### src/rtl/ps2_pkg.sv
// Shared types and helpers for the PS/2 receive path.
package ps2_pkg;

  typedef enum logic [1:0] {IDLE, DATA, PARITY, STOP} rx_state_e;

  localparam logic [7:0] PS2_EXT_PREFIX   = 8'hE0;
  localparam logic [7:0] PS2_BREAK_PREFIX = 8'hF0;

  // PS/2 frames carry odd parity over the 8 data bits plus the parity bit.
  function automatic logic odd_parity_ok(input logic [7:0] d, input logic p);
    return ^{d, p};
  endfunction

endpackage

### src/rtl/sync_fifo.sv
// Single-clock FIFO; DEPTH must be a power of two so the pointers wrap for free.
module sync_fifo #(
  parameter int WIDTH = 8,
  parameter int DEPTH = 8
) (
  input  logic                           clock,
  input  logic                           reset,
  input  logic                           wr_en,
  input  logic [WIDTH-1:0]               wr_data,
  input  logic                           rd_en,
  output logic [WIDTH-1:0]               rd_data,
  output logic [$clog2(DEPTH+1)-1:0]     count,
  output logic                           full,
  output logic                           empty
);
  localparam int AW = $clog2(DEPTH);
  localparam int CW = $clog2(DEPTH+1);

  logic [WIDTH-1:0] mem [DEPTH];
  logic [AW-1:0]    wr_ptr, rd_ptr;
  logic             do_wr, do_rd;

  assign full  = (count == CW'(DEPTH));
  assign empty = (count == '0);
  assign do_rd = rd_en && !empty;
  // A write into a full FIFO is accepted only when a read frees a slot in the same cycle.
  assign do_wr = wr_en && (!full || do_rd);
  assign rd_data = mem[rd_ptr];

  always_ff @(posedge clock or negedge reset) begin
    if (!reset) begin
      for (int i = 0; i < DEPTH; i++) mem[i] <= '0;
      wr_ptr <= '0;
      rd_ptr <= '0;
      count  <= '0;
    end else begin
      if (do_wr) begin
        mem[wr_ptr] <= wr_data;
        wr_ptr      <= wr_ptr + 1'b1;
      end
      if (do_rd) rd_ptr <= rd_ptr + 1'b1;
      case ({do_wr, do_rd})
        2'b10:   count <= count + 1'b1;
        2'b01:   count <= count - 1'b1;
        default: ;
      endcase
    end
  end

endmodule

### src/rtl/ps2_rx_fifo.sv
// PS/2 device-to-host receiver: edge filter, frame FSM, watchdog, error pulses, output FIFO.
// Define PS2_SCANCODE_DECODE_EN to fold E0/F0 prefixes into ext/break flags on each entry.
module ps2_rx_fifo
  import ps2_pkg::*;
#(
  parameter int FILTER_LEN     = 5,
  parameter int FIFO_DEPTH     = 8,
  parameter int TIMEOUT_CYCLES = 50000
) (
  input  logic                              clock,
  input  logic                              reset,
  input  logic                              ps2_clk,
  input  logic                              ps2_dat,
  input  logic                              out_ready,
  input  logic                              clear_err,
  output logic                              out_valid,
  output logic [7:0]                        out_data,
  output logic [$clog2(FIFO_DEPTH+1)-1:0]   fifo_count,
  output logic                              parity_err,
  output logic                              frame_err,
  output logic                              overflow
`ifdef PS2_SCANCODE_DECODE_EN
  ,
  output logic                              out_ext,
  output logic                              out_break
`endif
);
  localparam int FW = 2*FILTER_LEN;
  localparam int TW = $clog2(TIMEOUT_CYCLES+1);
`ifdef PS2_SCANCODE_DECODE_EN
  localparam int DW = 10;
`else
  localparam int DW = 8;
`endif

  logic          clk_s1, clk_s2, dat_s1, dat_s2;
  logic [FW-1:0] filt;
  logic          fall;

  always_ff @(posedge clock or negedge reset) begin
    if (!reset) begin
      clk_s1 <= 1'b0;
      clk_s2 <= 1'b0;
      dat_s1 <= 1'b0;
      dat_s2 <= 1'b0;
      filt   <= '0;
    end else begin
      clk_s1 <= ps2_clk;
      clk_s2 <= clk_s1;
      dat_s1 <= ps2_dat;
      dat_s2 <= dat_s1;
      filt   <= {filt[FW-2:0], clk_s2};
    end
  end

  // Oldest half high, newest half low: a settled falling edge, seen for exactly one cycle.
  assign fall = (&filt[FW-1:FILTER_LEN]) && !(|filt[FILTER_LEN-1:0]);

  rx_state_e     state;
  logic [2:0]    bit_cnt;
  logic [7:0]    shreg;
  logic          par_bit;
  logic [TW-1:0] wdog;
  logic          stop_fall, timeout, byte_ok, perr_evt, ferr_evt;
  logic          push, pop, full, empty;
  logic [DW-1:0] wr_data, rd_data;

  assign stop_fall = fall && (state == STOP);
  assign timeout   = (state != IDLE) && !fall && (wdog == TW'(TIMEOUT_CYCLES - 1));
  assign byte_ok   = stop_fall && dat_s2 && odd_parity_ok(shreg, par_bit);
  // A bad stop bit masks the parity check.
  assign perr_evt  = stop_fall && dat_s2 && !odd_parity_ok(shreg, par_bit);
  assign ferr_evt  = (stop_fall && !dat_s2) || timeout;

  always_ff @(posedge clock or negedge reset) begin
    if (!reset) begin
      state      <= IDLE;
      bit_cnt    <= '0;
      shreg      <= '0;
      par_bit    <= 1'b0;
      wdog       <= '0;
      parity_err <= 1'b0;
      frame_err  <= 1'b0;
    end else begin
      parity_err <= perr_evt;
      frame_err  <= ferr_evt;
      if (fall) begin
        wdog <= '0;
        case (state)
          IDLE: if (!dat_s2) begin
            state   <= DATA;
            bit_cnt <= '0;
          end
          DATA: begin
            shreg   <= {dat_s2, shreg[7:1]};
            bit_cnt <= bit_cnt + 3'd1;
            if (bit_cnt == 3'd7) state <= PARITY;
          end
          PARITY: begin
            par_bit <= dat_s2;
            state   <= STOP;
          end
          default: state <= IDLE;
        endcase
      end else if (state == IDLE) begin
        wdog <= '0;
      end else if (timeout) begin
        state <= IDLE;
        shreg <= '0;
        wdog  <= '0;
      end else begin
        wdog <= wdog + 1'b1;
      end
    end
  end

`ifdef PS2_SCANCODE_DECODE_EN
  logic ext_f, brk_f;

  always_ff @(posedge clock or negedge reset) begin
    if (!reset) begin
      ext_f <= 1'b0;
      brk_f <= 1'b0;
    end else if (perr_evt || ferr_evt) begin
      ext_f <= 1'b0;
      brk_f <= 1'b0;
    end else if (byte_ok) begin
      if (shreg == PS2_EXT_PREFIX)        ext_f <= 1'b1;
      else if (shreg == PS2_BREAK_PREFIX) brk_f <= 1'b1;
      else begin
        ext_f <= 1'b0;
        brk_f <= 1'b0;
      end
    end
  end

  assign push      = byte_ok && (shreg != PS2_EXT_PREFIX) && (shreg != PS2_BREAK_PREFIX);
  assign wr_data   = {ext_f, brk_f, shreg};
  assign out_ext   = rd_data[9];
  assign out_break = rd_data[8];
`else
  assign push    = byte_ok;
  assign wr_data = shreg;
`endif

  assign out_data  = rd_data[7:0];
  assign out_valid = !empty;
  assign pop       = out_valid && out_ready;

  always_ff @(posedge clock or negedge reset) begin
    if (!reset)                      overflow <= 1'b0;
    else if (push && full && !pop)   overflow <= 1'b1;
    else if (clear_err)              overflow <= 1'b0;
  end

  sync_fifo #(.WIDTH(DW), .DEPTH(FIFO_DEPTH)) u_fifo (
    .clock   (clock),
    .reset   (reset),
    .wr_en   (push),
    .wr_data (wr_data),
    .rd_en   (pop),
    .rd_data (rd_data),
    .count   (fifo_count),
    .full    (full),
    .empty   (empty)
  );

endmodule

### config.mk
export PLATFORM = sky130hd
export DESIGN_NAME = ps2_rx_fifo
export DESIGN_NICKNAME = d
export VERILOG_FILES = /design/src/rtl/ps2_pkg.sv /design/src/rtl/sync_fifo.sv /design/src/rtl/ps2_rx_fifo.sv
export SDC_FILE = /design/constraint.sdc
export NUM_CORES = 1
export LEC_CHECK = 0
export BUFFER_PORTS_ARGS = -buffer_cell sky130_fd_sc_hd__buf_2
export CAP_MARGIN = 30
export CORE_ASPECT_RATIO = 1.5
export CORE_MARGIN = 2
export CORE_UTILIZATION = 44
export CTS_CLUSTER_DIAMETER = 60
export DETAILED_ROUTE_END_ITERATION = 7
export GPL_ROUTABILITY_DRIVEN = 0
export GPL_TIMING_DRIVEN = 0
export HOLD_SLACK_MARGIN = 0.05
export SYNTH_ARGS = -nofsm -noshare
export SYNTH_HDL_FRONTEND = slang
export SYNTH_HIERARCHICAL = 1
export SYNTH_SLANG_ARGS = --single-unit
### constraint.sdc
create_clock -name clock -period 3.72 [get_ports clock]
set_input_delay 0.93 -clock clock [delete_from_list [all_inputs] [get_ports clock]]
set_output_delay 0.93 -clock clock [all_outputs]
set_load 0.05 [all_outputs]
* After elaboration in Yosys (flattened, before gate mapping)
Cells that the tools add are included.
** Cells by class
- Equality and inequality tests :: 12
- Multiplexer cells :: 24
- Magnitude comparators :: 3
- Add/sub/neg operators :: 6
- Reduce and logical (&&, ||, !) cells :: 37
- Bitwise operators :: 2
** Operators by type and width (number)
- bitwise mux 64 bit :: 1
- two-way mux 8 bit :: 7
- two-way mux 16 bit :: 3
- binary-select mux 8 bit (select 3 bit) :: 1
- demux 8 bit (select 3 bit) :: 1
- adder 16 x 1 -> 16 bit, second input constant :: 1
- equality test 16 bit, second input constant :: 1
- logical AND 1 bit :: 14
- two-way mux 2 bit :: 5
- nonzero test 2 bit :: 5
- adder 3 x 1 -> 3 bit, second input constant :: 3
- parity 9 bit :: 1
- >= comparator 4 bit, second input constant :: 2
- NOT 3 -> 4 bit :: 2
- case mux 4 bit (2 select lines) :: 1
- logical NOT 1 bit :: 7
- equality test 2 bit, second input constant :: 3
- case mux 2 bit (3 select lines) :: 1
- case mux 3 bit (2 select lines) :: 1
- AND reduction 3 bit :: 2
- AND reduction 5 bit :: 1
- OR reduction 5 bit :: 1
- adder 4 x 1 -> 4 bit, second input constant :: 1
- equality test 2 x 1 -> 1 bit, second input constant :: 2
- 14 further kinds :: 17
** Storage, ports and cells
- Register bits :: 121
- Input bits :: 6
- Output and inout bits :: 16
- Word-level logic and storage cells :: 108

* Logic depth before layout (Yosys ltp)
Gate-level depths: netlist of the first run.
- Word-level depth :: 9
- Mapped depth :: 11
- Gate-level depth less buffers :: 10

* Modules after synthesis
The synthesis of the first run kept the hierarchy.
** Modules (own cells, without submodules)
- sync_fifo :: sequential area each 1851.8 µm², area each 3617.2 µm², times used 1, cells each 228
- ps2_rx_fifo :: sequential area each 1176.1 µm², area each 2092.0 µm², times used 1, cells each 176

* Worst setup path after synthesis of the first run
OpenSTA, ideal clock, no wires.
- Kind :: input -> register
- Start point :: in out_ready
- End point :: reg u_fifo.count[3]
- Slack :: 0.359 ns
- Buffers on the path :: 1
- Data arrival time :: 3.227 ns
- Data required time :: 3.586 ns
- Library setup time :: 0.134 ns
- Cell stages on the path :: 9
- Path through :: nor2b_1 -> buf_2 -> o41ai_1 -> inv_1 -> ha_1 -> ha_1 -> or4b_2 -> o311ai_0 -> o211ai_1
** On the way
- Longest elaborated chain between the ends :: 6
- Elaborated cells between the ends (all ways) :: 8
** Ends and longest elaborated chain
- from (decl) :: RTL line ps2_rx_fifo.sv:14 : input logic out_ready,
- logical AND 1 bit (*) :: RTL line ps2_rx_fifo.sv:148 : assign pop = out_valid && out_ready;
- logical AND 1 bit (*) :: RTL line sync_fifo.sv:25 : assign do_rd = rd_en && !empty;
- via u_fifo.do_rd :: RTL line sync_fifo.sv:21 : logic do_wr, do_rd;
- logical OR 1 bit :: RTL line sync_fifo.sv:27 : assign do_wr = wr_en && (!full || do_rd);
- logical AND 1 bit :: RTL line sync_fifo.sv:27
- equality test 2 x 1 -> 1 bit or equality test 2 bit (tied branches) :: RTL line sync_fifo.sv:42 : case ({do_wr, do_rd})
- case mux 4 bit (2 select lines) or nonzero test 2 bit (tied branches)
- to (signal assigned) :: RTL line sync_fifo.sv:43 : 2'b10: count <= count + 1'b1;
- to (signal assigned) :: RTL line sync_fifo.sv:44 : 2'b01: count <= count - 1'b1;
- to (decl) :: RTL line sync_fifo.sv:12 : output logic [$clog2(DEPTH+1)-1:0] count,
Mark *: on every way through the listed nets, which the timed path passes. The rest lies on a longest branch.
A chain may end at the register's enable or synchronous reset.

* Worst setup path after layout of the first run
- Start point :: reg u_fifo.rd_ptr[1]
- End point :: out out_data[7]
** On the way
- Longest elaborated chain between the ends :: 4
** Ends and longest elaborated chain
- from (decl) :: RTL line sync_fifo.sv:20 : logic [AW-1:0] wr_ptr, rd_ptr;
- from (signal assigned) :: RTL line sync_fifo.sv:41 : if (do_rd) rd_ptr <= rd_ptr + 1'b1;
- NOT 3 -> 4 bit (not written as such) :: RTL line sync_fifo.sv:28 : assign rd_data = mem[rd_ptr];
- binary-select mux 8 bit (select 3 bit) :: RTL line sync_fifo.sv:28
- two-way mux 8 bit (not written as such) (2 in series) :: RTL line sync_fifo.sv:28
- to (decl) :: RTL line ps2_rx_fifo.sv:17 : output logic [7:0] out_data,
Every way passes these cells. The select of a mux whose other input is x is not followed.

==> out/results.env, run 1 <==
WL_MET1_UM=4860
CTS_INSERTED_BUFFERS=17
ANTENNA_FOUND_INITIAL=0
START_UTIL_PCT=44.5
WORST-SETUP-PATH-TYPE='reg2out'
TOP_SIGNAL_LAYER_USED='met4'
CLKLATENCYLATEPIN_PS=410
YOSYSWARNINGCOUNT=6
WORST_SLACK_PS=162
TIMING.FMAX_MHz=281
FIRST_GLOBAL_VIAS=3559
DRT_DRC_VIOLATIONS_LEFT=0
SYNTH_NETS=424
ANTENNA_CELLS=0
PLACEMENT.SETUP.WORST_SLACK_PS=-151
LAYOUT.CELLS.MOST_COMMON_LIST='sky130_fd_sc_hd__dfrtp_1 (119), sky130_fd_sc_hd__mux2_2 (75), sky130_fd_sc_hd__buf_2 (24), sky130_fd_sc_hd__xnor2_1 (19), sky130_fd_sc_hd__nor2_1 (19)'
DRT_ITER0_DRC=86
CP_SLOWEST_CELL='sky130_fd_sc_hd__buf_1'
END_KIND='output pin'
WIRE_PER_INST_UM=18.0
POST-DP-HPWL_UM=7380
SKEW_FINAL_PS=7.00
CLOCKPOWERSHARE_PCT=43.2
GRT_USAGE_PCT=17.3
CLOCK-SINKS=121
POWER_FRAC_SEQ_PCT=38.8
CPPEAKSTAGEDELAY_PS=560
FINAL-MAX-SLEW-VIOLATION-COUNT=0
FINAL_ANTENNA_NET_COUNT=0
TOTAL_LEAKAGE_POWER_nW=3.10
CTS_ROOT_BUF='sky130_fd_sc_hd__clkbuf_16'
IO_PINS=22
FINISH.NET_COUNT=468
DIE_X_UM=97.0
TIMING.SLEW.HEADROOM_PCT=52.1
P_INT_W=0.00263
ROUTE.MET2.WL_UM=5860
FINALHOLDVIOLCOUNT=0
MAX_CAP_CHECK_VIOLATION_COUNT=0
PORT-BUFFER-COUNT=21
SYNTHFLOPTYPE='sky130_fd_sc_hd__dfrtp_1'
WHS_PS=346
WORST_SETUP_HOLD_PATH_CLK_SLEW_PS=50
COUNT_OF_TRITONROUTE_ITERATIONS_IN_THE_FIRST_ROUTING_PASS=4
DIE-AREA_SQ_UM=13900
GRT_START_MAX_NET_PINS=100
GLOBAL_ROUTE.OVERFLOW_TOTAL=0
SETUP_VIOL=0
SYNTH_EDF_COUNT=0
UNREPAIRED_SETUP_ENDPOINTS_AFTER_GLOBAL_ROUTING='no'
SYNTH.CELL_AREA_SQ_UM=5710
SYNTH-SEQ-CELLS=121
CTS.HOLD.BUFFERS_ADDED=0
NUM_ROWS=51
P_SWITCHING_W=0.00103
ROUTED-WL-MET3_UM=262
STARTPOINT_TYPE_OF_THE_WORST_SETUP_PATH='flip-flop'
MULTIINPUTGATEAREA_SQ_UM=2560
ARRIVAL_PS=2630
TIMING.REG2REG.SETUP_SLACK_PS=280
GRT_FIRST_PASS_WIRELENGTH_UM=18600
FILLERS=1091
VIA_PER_INST=5.52
SETUP_TNS_AFTER_FINAL_LAYOUT_PS=0
SYN_AVG_CELL_AREA_SQ_UM=14.1
SYN_INST=404
LAYOUT-DRIVE-GT1-SHARE_PCT=37.6
TOTAL_POWER_W=0.00366
SYNTHDISTINCTLIBCELLS=58
RUN_STATUS='completed'
CLOCK_TREE.HTREE_LEVEL_COUNT=4
CORE_AREA_SQ_UM=12800
VDD_DROP_MAX_mV=0.376
TRITONCTS='done'
YS_ASYNC_SR_FRACTION_PCT=100
FINAL-SEQ-AREA_SQ_UM=3030
FIN_CRIT_PS=3560
CTS_MAX_PATH_BUFFERS=2
MOSTFREQUENTLAYOUTCELL='sky130_fd_sc_hd__dfrtp_1'
SW_SHARE_PCT=28.1
FINALWIRELENGTH_UM=11100
SYNTH-SEQ-AREA-SHARE_PCT=53.0
AREA_GROWTH_PCT=16.4
DETAILROUTE.VIA_COUNT=3405
WORST-ENDPOINT-REQUIRED_PS=2790
POWER_PER_CELL_AREA_nW_PER_UM2=551
SYNTHTOPCELLSBYAREA='sky130_fd_sc_hd__dfrtp_1 (53%), sky130_fd_sc_hd__mux2_2 (15%), sky130_fd_sc_hd__mux4_2 (6.3%), sky130_fd_sc_hd__xnor2_1 (2.9%), sky130_fd_sc_hd__ha_1 (2.8%)'
YOSYS.AREA.TOP_TYPE_SHARE_PCT=53.0
SYNTH_TOP_AREA_CELL='sky130_fd_sc_hd__dfrtp_1'
MIN_PERIOD_OVER_PERIOD_PCT=95.7
MIN_PATH_TYPE='reg2reg'
CP_CELL_SEQUENCE='buf_1 > clkbuf_2 > mux4_2 > mux2_2 > buf_2'
SHARE_COMB_OF_TOTAL_POWER_PCT=18.0
DIE_H_UM=144
TIGHTESTPINTRANSITION_PS=718
TIMING.CRITICAL_PATH.FANOUT_MAX=10
-- registers in the layout, summed over array words and instances, names as in the netlist, 2 cells and up --
signal	count
state	2
wdog	16
filt	10
u_fifo/mem	64
u_fifo/rd_ptr	3
u_fifo/count	4
u_fifo/wr_ptr	3
bit_cnt	3
shreg	8
-- worst max-delay path, delay by kind of cell, from the launching register on --
| kind | cells | cell delay, ps |
|---|---|---|
| buffers and inverters | 3 | 1220 |
| multiplexers | 2 | 670 |
| flip-flops | 1 | 350 |
-- final cells by class --
cell class / instances / area share, %
Buffer: 12 / 0.960
Multi-Input combinational cell: 254 / 38.6
Clock buffer: 18 / 6.46
Timing Repair Buffer: 25 / 2.43
Sequential cell: 121 / 45.6
Inverter: 17 / 0.960
Clock inverter: 11 / 2.00
Tap cell: 159 / 2.99
-- Yosys cell counts, types with 5 or more instances --
cell / number
sky130_fd_sc_hd__a21oi_1: 6
sky130_fd_sc_hd__a22o_1: 10
sky130_fd_sc_hd__dfrtp_1: 121
sky130_fd_sc_hd__ha_1: 13
sky130_fd_sc_hd__inv_1: 17
sky130_fd_sc_hd__mux2_2: 75
sky130_fd_sc_hd__mux4_2: 16
sky130_fd_sc_hd__nand2_1: 11
sky130_fd_sc_hd__nand3_1: 9
sky130_fd_sc_hd__nor2_1: 19
sky130_fd_sc_hd__nor2b_1: 6
sky130_fd_sc_hd__nor4_1: 5
sky130_fd_sc_hd__xnor2_1: 19
-- through the flow --
step / area, sq um / instances / utilization (%)
2_1_floorplan: 5710 / 404 / -
3_3_place_gp: 6010 / 584 / 46.9
3_5_place_dp: 6050 / 585 / 47.1
4_1_cts: 6620 / 614 / 51.6
5_1_grt: 6640 / 617 / 51.8
6_report: 6640 / 617 / 51.8
-- layer usage --
layer  GRT usage, %  vias to the layer above
met5              0                        -
met4           5.71                        0
met3           4.52                        9
met2           30.3                       38
met1           20.8                     1778
li1               -                     1580
-- logic make-up after synthesis --
logic type	after synthesis	synth area share, %
flops	121	53.0
mux	93	21.5
simple gates	81	8.39
compound gates	42	7.76
buf+inv	29	2.21
xor+xnor	24	3.92
fa+ha+maj	14	3.20
-- what timing repair did --
item | CTS | global route
setup buffers | 0 | 3
endpoints found under the setup margin | 9 | 1
gates resized for setup | 2 | 3
pin swaps | 0 | 1
-- final timing paths --
kind / start / endpoint / cells after the start
max: u_fifo/rd_ptr[1] / out_data[7] / 5
min: clk_s2 / filt[0] / 0
max reg2reg: filt[0] / u_fifo/count[3] / 11
min reg2reg: clk_s2 / filt[0] / 0
max in group asynchronous: reset / shreg[3] / 2
min in group asynchronous: reset / u_fifo/mem[5] / 1
-- power by group through the flow --
| stage | registers, W | clock network (W) | logic (W) |
|---|---|---|---|
| after floorplan | 0.00151 | 0 | 0.000419 |
| after global placement | 0.00144 | 0 | 0.000642 |
| after detailed placement | 0.00144 | 0 | 0.000666 |
| after CTS | 0.00142 | 0.00162 | 0.000667 |
| after global routing | 0.00143 | 0.00167 | 0.000722 |
| final | 0.00142 | 0.00158 | 0.000659 |
(Power assumes the default switching activity.)
==> run 2, diff against run 1 <==
Settings changed: PLACE_DENSITY_LB_ADDON from default to 0.15.
==> out/results.env, run 2 (synthesis gave the netlist of run 1 again) <==
TRITONCTS='done'
DETAILROUTE.VIA_COUNT=3408
WORST-SETUP-PATH-TYPE='reg2out'
DRT_ITER0_DRC=88
PLACEDINSTANCEAREA_SQ_UM=6050
DIE-AREA_SQ_UM=13900
TOTAL_POWER_W=0.00381
PORT-BUFFER-COUNT=21
MIN_PERIOD_OVER_PERIOD_PCT=93.5
RUN_STATUS='completed'
CLKLATENCYLATEPIN_PS=420
FIN_CRIT_PS=3480
CLOCK-SINKS=121
LAYOUT.CELLS.MOST_COMMON_LIST='sky130_fd_sc_hd__dfrtp_1 (119), sky130_fd_sc_hd__mux2_2 (75), sky130_fd_sc_hd__buf_2 (24), sky130_fd_sc_hd__xnor2_1 (19), sky130_fd_sc_hd__nor2_1 (19)'
FINISH.NET_COUNT=467
LAYOUT.CORE_UTILIZATION_PCT=52.3
FINAL_ANTENNA_NET_COUNT=0
REGISTER_WITH_THE_HIGHEST_FLOP_COUNT='u_fifo/mem'
LARGESTREGISTERS='u_fifo/mem (64), wdog (16), filt (10)'
VIA_PER_INST=5.51
CP_CELL_SEQUENCE='buf_2 > buf_2 > mux4_2 > mux2_2 > buf_2'
VDD_DROP_MAX_mV=0.302
MIN_PATH_TYPE='reg2reg'
TIGHTESTPINTRANSITION_PS=700
ANTENNA_FOUND_INITIAL=0
START_UTIL_PCT=44.5
DRT_DRC_VIOLATIONS_LEFT=0
TIMING.SLEW.HEADROOM_PCT=53.3
DIE_X_UM=97.0
POST-DP-HPWL_UM=7450
COUNT_OF_TRITONROUTE_ITERATIONS_IN_THE_FIRST_ROUTING_PASS=4
GRT_START_MAX_NET_PINS=72
CP_SLOWEST_CELL='sky130_fd_sc_hd__mux4_2'
TIMING.FMAX_MHz=288
TOTAL_LEAKAGE_POWER_nW=3.11
FINALWIRELENGTH_UM=11200
AREA_GROWTH_PCT=17.4
SETUP_VIOL=0
TIMING.CRITICAL_PATH.FANOUT_MAX=10
FIRST_GLOBAL_VIAS=3674
CTS_MAX_PATH_BUFFERS=2
ARRIVAL_PS=2550
GRT_USAGE_PCT=17.7
WORST_SETUP_HOLD_PATH_CLK_SLEW_PS=50
CPPEAKSTAGEDELAY_PS=570
IO_PINS=22
NUM_ROWS=51
STARTPOINT_TYPE_OF_THE_WORST_SETUP_PATH='flip-flop'
MAX_CAP_CHECK_VIOLATION_COUNT=0
MOSTFREQUENTLAYOUTCELL='sky130_fd_sc_hd__dfrtp_1'
CTS_INSERTED_BUFFERS=17
SETUP_TNS_AFTER_FINAL_LAYOUT_PS=0
FINALNONFILLERCELLS=619
FINALHOLDVIOLCOUNT=0
SKEW_FINAL_PS=12.0
NUMPLACEDINSTANCES=585
WIRE_PER_INST_UM=18.1
DESIGN_AREA_SQ_UM=6710
CLOCK_TREE.HTREE_LEVEL_COUNT=4
GRT_FIRST_PASS_WIRELENGTH_UM=19000
MAX_FFS_PER_REGISTER=64
GLOBAL_ROUTE.OVERFLOW_TOTAL=0
FINAL-MAX-SLEW-VIOLATION-COUNT=0
END_KIND='output pin'
CTS.HOLD.BUFFERS_ADDED=0
DIE_H_UM=144
LAYOUT-DRIVE-GT1-SHARE_PCT=37.6
CRITICAL-PATH-TOP-CELL-BY-COUNT='sky130_fd_sc_hd__buf_2'
CTS_ROOT_BUF='sky130_fd_sc_hd__clkbuf_16'
WORST-ENDPOINT-REQUIRED_PS=2790
CORE_AREA_SQ_UM=12800
POWER_PER_CELL_AREA_nW_PER_UM2=569
ANTENNA_CELLS=0
UNREPAIRED_SETUP_ENDPOINTS_AFTER_GLOBAL_ROUTING='no'
run 2: changes by cell type in the layout (fill, tap and decap cells not counted):
cell	change
sky130_fd_sc_hd__clkbuf_1	+1
sky130_fd_sc_hd__clkbuf_8	+2
sky130_fd_sc_hd__clkinv_2	-5
sky130_fd_sc_hd__buf_4	-1
sky130_fd_sc_hd__clkinv_4	+2
sky130_fd_sc_hd__clkinvlp_4	+2
sky130_fd_sc_hd__bufinv_16	+1
run 2: power by group:
group | total, W | switching (W) | leakage (nW) | internal [W]
Sequential | 0.00142 | 0.0000523 | 1.64 | 0.00137
Clock | 0.00173 | 0.000578 | 0.299 | 0.00115
Combinational | 0.000663 | 0.000429 | 1.17 | 0.000235
run 2: per-stage QoR:
stage          setup WS (ps)  hold WS, ps
3_5_place_dp            -166          335
4_1_cts                 93.4          347
5_1_grt                 75.7          354
3_3_place_gp           -96.5          335
2_1_floorplan            359          331
6_report                 242          346
run 2: cell type report:
cell class	instances	area [sq um]
Sequential cell	121	3030
Clock inverter	11	170
Fill cell	1077	6120
Inverter	17	63.8
Clock buffer	21	460
Tap cell	159	199
Buffer	12	63.8
Multi-Input combinational cell	254	2560
Timing Repair Buffer	24	154
run 2: worst paths after layout:
| check | startpoint | endpoint | slack (ps) | depth (start not counted) |
|---|---|---|---|---|
| setup / recovery | u_fifo/rd_ptr[0] | out_data[7] | 240 | 5 |
| hold / removal | dat_s1 | dat_s2 | 350 | 0 |
| setup reg to reg | filt[0] | u_fifo/count[3] | 310 | 11 |
| hold reg to reg | dat_s1 | dat_s2 | 350 | 0 |
| max in group asynchronous | reset | shreg[3] | 2550 | 2 |
| min in group asynchronous | reset | u_fifo/mem[22] | 460 | 1 |
run 2: routing by layer:
layer  GRT usage, %  wire length, um  up-vias  share of wire [%]
met5              0                0        -                  0
met4           6.38              123        0                1.1
met3           4.82              293       10                2.6
met2           31.9             6240       48                 56
met1           20.3             4540     1756                 41
li1               -                -     1594                  -
run 2: critical path, delay by kind of cell (launching register included):
| family | cells | cell delay [ps] |
|---|---|---|
| buf+inv | 3 | 950 |
| flops | 1 | 340 |
| mux | 2 | 840 |
run 2: what timing repair did:
item | 4_1_cts | 5_1_grt
gates resized for setup | 2 | 3
setup buffers | 0 | 2
setup endpoints to repair | 9 | 1
pin swaps | 0 | 1
